**src/rtl/sc_ifetch.sv**
```systemverilog
// Instruction-fetch stage: holds the PC, fetches the word at PC over a req/ack
// memory port and presents it to decode until the core advances to the next PC.
module sc_ifetch #(
    parameter logic [31:0] RESET_PC     = 32'h0000_0000,
    parameter int          IMEM_TIMEOUT = 255
) (
    input  logic        clock,
    input  logic        resetn,
    input  logic [1:0]  pcsource,
    input  logic [31:0] bpc,
    input  logic [31:0] jpc,
    input  logic [31:0] ra,
    input  logic        advance,
    output logic [31:0] pc,
    output logic [31:0] pc4,
    output logic [31:0] inst,
    output logic        inst_valid,
    output logic        imem_req,
    output logic [31:0] imem_addr,
    input  logic        imem_ack,
    input  logic [31:0] imem_rdata,
    output logic        fetch_err
);

    localparam int CW = (IMEM_TIMEOUT < 2) ? 1 : $clog2(IMEM_TIMEOUT + 1);
    localparam logic [CW-1:0] CNT_LAST = CW'(IMEM_TIMEOUT - 1);

    typedef enum logic [1:0] {
        S_REQ   = 2'd0,
        S_VALID = 2'd1,
        S_ERR   = 2'd2
    } state_t;

    state_t        state_reg;
    logic [31:0]   pc_reg;
    logic [31:0]   inst_reg;
    logic          valid_reg;
    logic          req_reg;
    logic          err_reg;
    logic [CW-1:0] wait_cnt_reg;

    logic [31:0]   pc4_next;
    logic [31:0]   pc_next;
    logic          jr_misaligned;

    assign pc4_next      = pc_reg + 32'd4;
    assign jr_misaligned = (pcsource == 2'b10) && (ra[1:0] != 2'b00);

    always_comb begin
        pc_next = pc4_next;
        case (pcsource)
            2'b01:   pc_next = bpc;
            2'b10:   pc_next = ra;
            2'b11:   pc_next = jpc;
            default: pc_next = pc4_next;
        endcase
    end

    always_ff @(posedge clock or negedge resetn) begin
        if (!resetn) begin
            state_reg    <= S_REQ;
            pc_reg       <= RESET_PC;
            inst_reg     <= 32'h0;
            valid_reg    <= 1'b0;
            req_reg      <= 1'b0;
            err_reg      <= 1'b0;
            wait_cnt_reg <= '0;
        end else begin
            case (state_reg)
                S_REQ: begin
                    // An ack only counts once the registered request is visible.
                    if (req_reg && imem_ack) begin
                        inst_reg     <= imem_rdata;
                        valid_reg    <= 1'b1;
                        req_reg      <= 1'b0;
                        wait_cnt_reg <= '0;
                        state_reg    <= S_VALID;
                    end else begin
                        req_reg <= 1'b1;
                        if (req_reg) begin
                            if (wait_cnt_reg == CNT_LAST) begin
                                err_reg      <= 1'b1;
                                req_reg      <= 1'b0;
                                wait_cnt_reg <= '0;
                                state_reg    <= S_ERR;
                            end else begin
                                wait_cnt_reg <= wait_cnt_reg + 1'b1;
                            end
                        end
                    end
                end
                S_VALID: begin
                    if (advance) begin
                        valid_reg <= 1'b0;
                        if (jr_misaligned) begin
                            err_reg   <= 1'b1;
                            state_reg <= S_ERR;
                        end else begin
                            pc_reg    <= pc_next;
                            req_reg   <= 1'b1;
                            state_reg <= S_REQ;
                        end
                    end
                end
                S_ERR: begin
                    req_reg   <= 1'b0;
                    valid_reg <= 1'b0;
                end
                default: begin
                    req_reg   <= 1'b0;
                    valid_reg <= 1'b0;
                    err_reg   <= 1'b1;
                    state_reg <= S_ERR;
                end
            endcase
        end
    end

    assign pc         = pc_reg;
    assign pc4        = pc4_next;
    assign inst       = inst_reg;
    assign inst_valid = valid_reg;
    assign imem_req   = req_reg;
    assign imem_addr  = pc_reg;
    assign fetch_err  = err_reg;

endmodule

```
**config.mk**
```make
export PLATFORM = sky130hd
export DESIGN_NAME = sc_ifetch
export DESIGN_NICKNAME = d
export VERILOG_FILES = /design/src/rtl/sc_ifetch.sv
export SDC_FILE = /design/constraint.sdc
export NUM_CORES = 1
export LEC_CHECK = 0
export CAP_MARGIN = 40
export CORE_UTILIZATION = 35
export CTS_BUF_LIST = sky130_fd_sc_hd__clkbuf_8 sky130_fd_sc_hd__clkbuf_16
export CTS_CLUSTER_SIZE = 20
export DETAILED_ROUTE_END_ITERATION = 16
export PLACE_DENSITY = 0.73
export RECOVER_POWER = 100
export SLEW_MARGIN = 40
export SYNTH_ARGS = -nofsm -noshare
export SYNTH_HDL_FRONTEND = slang
export SYNTH_SLANG_ARGS = --single-unit
export TNS_END_PERCENT = 50
```
**constraint.sdc**
```tcl
create_clock -name clock -period 2 [get_ports clock]
set_input_delay 0.4 -clock clock [delete_from_list [all_inputs] [get_ports clock]]
set_output_delay 0.4 -clock clock [all_outputs]
set_load 0.03 [all_outputs]
```
Word level (Yosys, flattened, before mapping):

Index checks and enable logic that the tools add are counted.

* register bits: 77
* bits of input ports: 134

* eq/ne operators: 15
* $add $sub $neg: 2
* bitwise logic cells: 2
* muxes and demuxes: 25
* reductions and logical operators: 12

Operator list (count)
* $pmux W32 S3: 1
* $add A32 B3 Y32 const B: 1
* $mux W8: 3
* $ne A2 B2 Y1 const B: 7
* $mux W1: 12
* $mux W2: 5
* $add A8 B1 Y8 const B: 1
* $eq A8 B8 Y1 const B: 1
* $reduce_and A2 Y1: 4
* $eq A2 B2 Y1 const B: 3
* $ne A3 B3 Y1 const B: 2
* $pmux W2 S3: 1
* $reduce_and A6 Y1: 1
* $eq A2 B1 Y1 const B: 2
* $pmux W1 S2: 2
* $reduce_and A4 Y1: 1
* $reduce_bool A2 Y1: 2
* $pmux W1 S3: 1
* $reduce_and A3 Y1: 1
* $logic_and A1 B1 Y1: 2
* $logic_not A2 Y1: 1
* $not A1 Y1: 2

Depth between registers and ports, before layout:

Gate-level depths: netlist (run 1).

* depth in word-level cells: 5
* depth in mapped cells: 7
* depth with buffers taken out: 7

Worst setup path after synthesis (run 1):

Ideal clock, no wire load.

* path type: register -> output
* start point: register pc_reg[3] (netlist: imem_addr[3])
* end point: output pc4[26]
* path buffers: 0
* path slack: -577 ps
* stages on the path, launching flop included: 6
* data arrival time: 2177 ps
* cells stage by stage: dfrtp_1 ha_1 nand3_2 nor4_4 nand3_1 xnor2_1

* longest elaborated chain between the ends: 1

RTL lines
* start: declaration: line 35 `logic [31:0] pc_reg;`
* start signal: assignment: line 99 `pc_reg <= pc_next;`
* $add A32 B3 Y32: line 46 `assign pc4_next = pc_reg + 32'd4;`
* end: declaration: line 15 `output logic [31:0] pc4,`

No other way between the ends.

Final worst setup path (run 1):

* start point: register pc_reg[6] (netlist: imem_addr[6])
* end point: output pc4[23]

Same word-level chain as after synthesis.

==> results of run 1 <==
[cells in the final DEF, fill, tap and decap left out, types with 23 or more instances in the layout]
cell type | synthesis | layout
sky130_fd_sc_hd__buf_4 | 39 | 92
sky130_fd_sc_hd__dfrtp_1 | 77 | 58
sky130_fd_sc_hd__a21oi_1 | 24 | 24
sky130_fd_sc_hd__nand2_1 | 31 | 27
sky130_fd_sc_hd__clkdlybuf4s50_1 | 0 | 173
sky130_fd_sc_hd__nor2_1 | 38 | 35
sky130_fd_sc_hd__o21ai_0 | 24 | 23
sky130_fd_sc_hd__mux2_2 | 41 | 41
sky130_fd_sc_hd__clkbuf_1 | 13 | 28
sky130_fd_sc_hd__buf_6 | 0 | 37
[repair_timing]
action | CTS | global route
resized for setup | 70 | 55
hold buffers | 0 | 0
setup endpoints to repair | 40 | 52
pin swaps | 26 | 26
setup buffers | 20 | 10
[worst register-to-register path, delay by kind of cell (launching register included)]
kind            cells  cell delay (ns)
simple gates        2             0.83
compound gates      1             0.38
flops               1             0.44
buf+inv             1             0.25
[power by group through the flow]
stage | sequential (mW) | clock (mW) | combinational [mW]
after floorplan | 4.45 | 0 | 3.67
after global placement | 2.88 | 0 | 8.71
after detailed placement | 2.94 | 0 | 8.83
after CTS | 2.91 | 1.74 | 8.97
after global routing | 3.03 | 1.82 | 9.11
final | 2.93 | 1.71 | 8.73
[kinds of logic after synthesis]
kind of cell | Yosys count
simple gates | 137
compound gates | 119
flops | 77
buf+inv | 75
mux | 63
xor+xnor | 28
fa+ha+maj | 3
[path summary, 6_finish.rpt]
kind / depth (start not counted) / to / slack, ns
hold reg to reg: 1 / fetch_err / 0.47
hold / removal: 1 / imem_addr[8] / 0.31
setup reg to reg: 4 / wait_cnt_reg[5] / -0.01
setup / recovery: 7 / pc4[23] / -0.39
min in group clock: 1 / fetch_err / 0.47
max in group asynchronous: 2 / inst[26] / 0.34
[cell type report]
type | instances | area (um^2) | area share (%)
Timing Repair Buffer | 383 | 3538 | 38.61
Clock buffer | 10 | 239.0 | 2.608
Tap cell | 180 | 225.2 | 2.457
Multi-Input combinational cell | 350 | 3100 | 33.83
Sequential cell | 77 | 1951 | 21.28
Clock inverter | 6 | 70.07 | 0.7645
Inverter | 11 | 41.29 | 0.4505
[metal layers]
metal,up-vias,global-route usage [%]
met1,2745,32.52
met3,50,3.759
li1,2468,-
met2,260,45.49
met5,-,0
met4,0,10.80
==> run_results.csv, run 1 <==
group,metric,value,unit
run_status,outcome,"finished with violations",
run_status,failed_checks,"setup timing",
sta,rsz0062_at_grt,"true",
finish,areaGrowthSynthToFinish,83.63,%
sta,max_clock_freq,418.2,MHz
setup_path,worst_path_dominant_cell_family,"simple AND/OR/NAND/NOR gates",
routing,wl_met3,1.243,mm
hold_path,min_path_type,"input port to async pin",
finish,drive_gt1_share,34.29,%
cts,clock_tree.buffer_depth,2,
finish,insertedDiodeCount,0,
yosys,synth_top_flop_cell,"sky130_fd_sc_hd__dfrtp_1",
cts,worstSkewPairLatency,0.34,ns
setup_path,cell_by_cell_trace_of_the_critical_path,"nand4_4 > buf_8 > nor3_4 > buf_6 > and4_4 > xor2_4 > buf_6",
sta,post-route-min-period,2.391,ns
setup_path,worstSetupPathType,"flip-flop to output pin",
floorplan,fp.dieArea,14740,um^2
floorplan,initial_core_util,35.96,%
place,gp_routability_congestion,0.8665,
sta,hold_violations,0,
finish,filler_cell_count,1072,
routing,routed_via_density,5.431,
grt,grt_antenna_before_repair,0,
sta,setup_viol_count_final,35,
sta,smallest_hold_slack,0.3050,ns
pwr,total_internal_power,7.016,mW
routing,drt_drc_violations_left,0,
sta,fin_crit_sh,119.5,%
sta,timing.clock.skew,0.006766,ns
cts,htreeDepth,3,
setup_path,timing.critical_path.to_type,"output pin",
pwr,p_switching,6.349,mW
grt,global_route_wire_length_before_repair,29.70,mm
yosys,synth_warnings,0,
yosys,synth_area,4991,um^2
finish,nNetsFinal,969,
floorplan,io_pins,265,
pwr,power.share.combinational,65.3,%
yosys,asyncSetResetFlopFracSynth,100.0,%
yosys,syn_avg_cell_area,9.942,um^2
sta,actual_transition_at_the_worst_max_transition_pin,1.253,ns
floorplan,coreArea,13880,um^2
setup_path,startpoint,"imem_addr[6]",
yosys,synth-compound-area-share,16.12,%
finish,layout.cell_area.non_filler,9165,um^2
run,cap_viol_max_count,0,
routing,drt_first_pass_iters,6,
routing,topRoutingLayerUsed,"met4",
routing,met2RoutedLength,10.18,mm
yosys,synth-adder-area-share,0.7521,%
yosys,synth-simple-area-share,15.54,%
yosys,most_frequent_cells_after_synthesis,"sky130_fd_sc_hd__dfrtp_1, sky130_fd_sc_hd__mux2_2, sky130_fd_sc_hd__buf_4",
finish,fin_cells,1017,
routing,vias,5523,
yosys,netlist_top_cells_area,"sky130_fd_sc_hd__dfrtp_1, sky130_fd_sc_hd__mux2_2, sky130_fd_sc_hd__buf_4",
pwr,vdd_ir_drop_max,0.0009838,V
pwr,total_leakage_power,3.949,nW
floorplan,fp-row-count,43,
pwr,power.share.sequential,21.9,%
place,dp_cells,972,
place,io_buffers,264,
sta,setup-tns-final,-8.087,ns
place,detailedPlace.worstSlack,-0.2339,ns
yosys,share_of_synthesized_area_occupied_by_flip_flops_and_latches,38.61,%
setup_path,required,1.60,ns
yosys,synth_xor_xnor_area_share,4.914,%
setup_path,critical_path.most_common_cell,"sky130_fd_sc_hd__buf_6",
yosys,synthMostInstantiatedCell,"sky130_fd_sc_hd__dfrtp_1",
setup_path,cp_data_arrival_time,1.99,ns
pwr,finalPower,13.36,mW
setup_path,worstPathMaxFanout,5,
routing,detail_route.wirelength.met1,7.699,mm
yosys,netlist-cell-type-count,58,
grt,pin_count_of_the_biggest_net_entering_global_routing,47,
cts,clockRootBuffer,"sky130_fd_sc_hd__clkbuf_16",
sta,timing_max_transition_violations_final,0,
yosys,muxShareOfSynthArea,15.24,%
routing,detail-route-antenna-nets,0,
yosys,synth_top_family_by_area,"compound AO/OA/AOI/OAI gates",
routing,wire_per_inst,19.42,um
floorplan,die-width,121.4,um
finish,finalCoreUtilization,66.03,%
setup_path,crit-reg2reg-launch,"state_reg[1]",
pwr,cellPowerDensity,1458,nW/um^2
yosys,synth_fp_nets,639,
cts,cts_made_buffers,9,
grt,global_route.overflow_total,0,
setup_path,timing.critical_path.slowest_cell_delay,0.39,ns
setup_path,cp_slowest_cell,"sky130_fd_sc_hd__dfrtp_2",
pwr,swShare,47.50,%
place,dp_hpwl,14.26,mm
yosys,synth_largest_area_cell,"sky130_fd_sc_hd__dfrtp_1",
yosys,number_of_synthesized_register_bits,77,
place,placement.cell_area,8528,um^2
yosys,netlist.area_leader.share,38.61,%
cts,tritoncts_num_sinks,77,
cts,tritoncts,"built",
sta,worst_slew_margin_rel,16.48,%
setup_path,worst_setup_sp_type,"flip-flop",
yosys,post_synth_edffs,0,
routing,detail_route.wirelength,19.75,mm
pwr,clockPowerShare,12.8,%
floorplan,die_ht,121.4,um
setup_path,cp.buffers_inverters,3,
grt,groute.usage.overall,26.26,%
yosys,synthesis.instances,502,
grt,grt_pass1_vias,5601,
sta,setup_slack,-0.3909,ns
routing,dr.first_iter.drc_count,365,
cts,clk_transition_reported_paths,0.06,ns
(Power assumes the default switching activity.)
==> run 2, diff against run 1 <==
Settings changed: CTS_CLUSTER_SIZE 20 to 25.
==> results of run 2 <==
No change in the layout: final DEF, timing and power equal those of run 1.
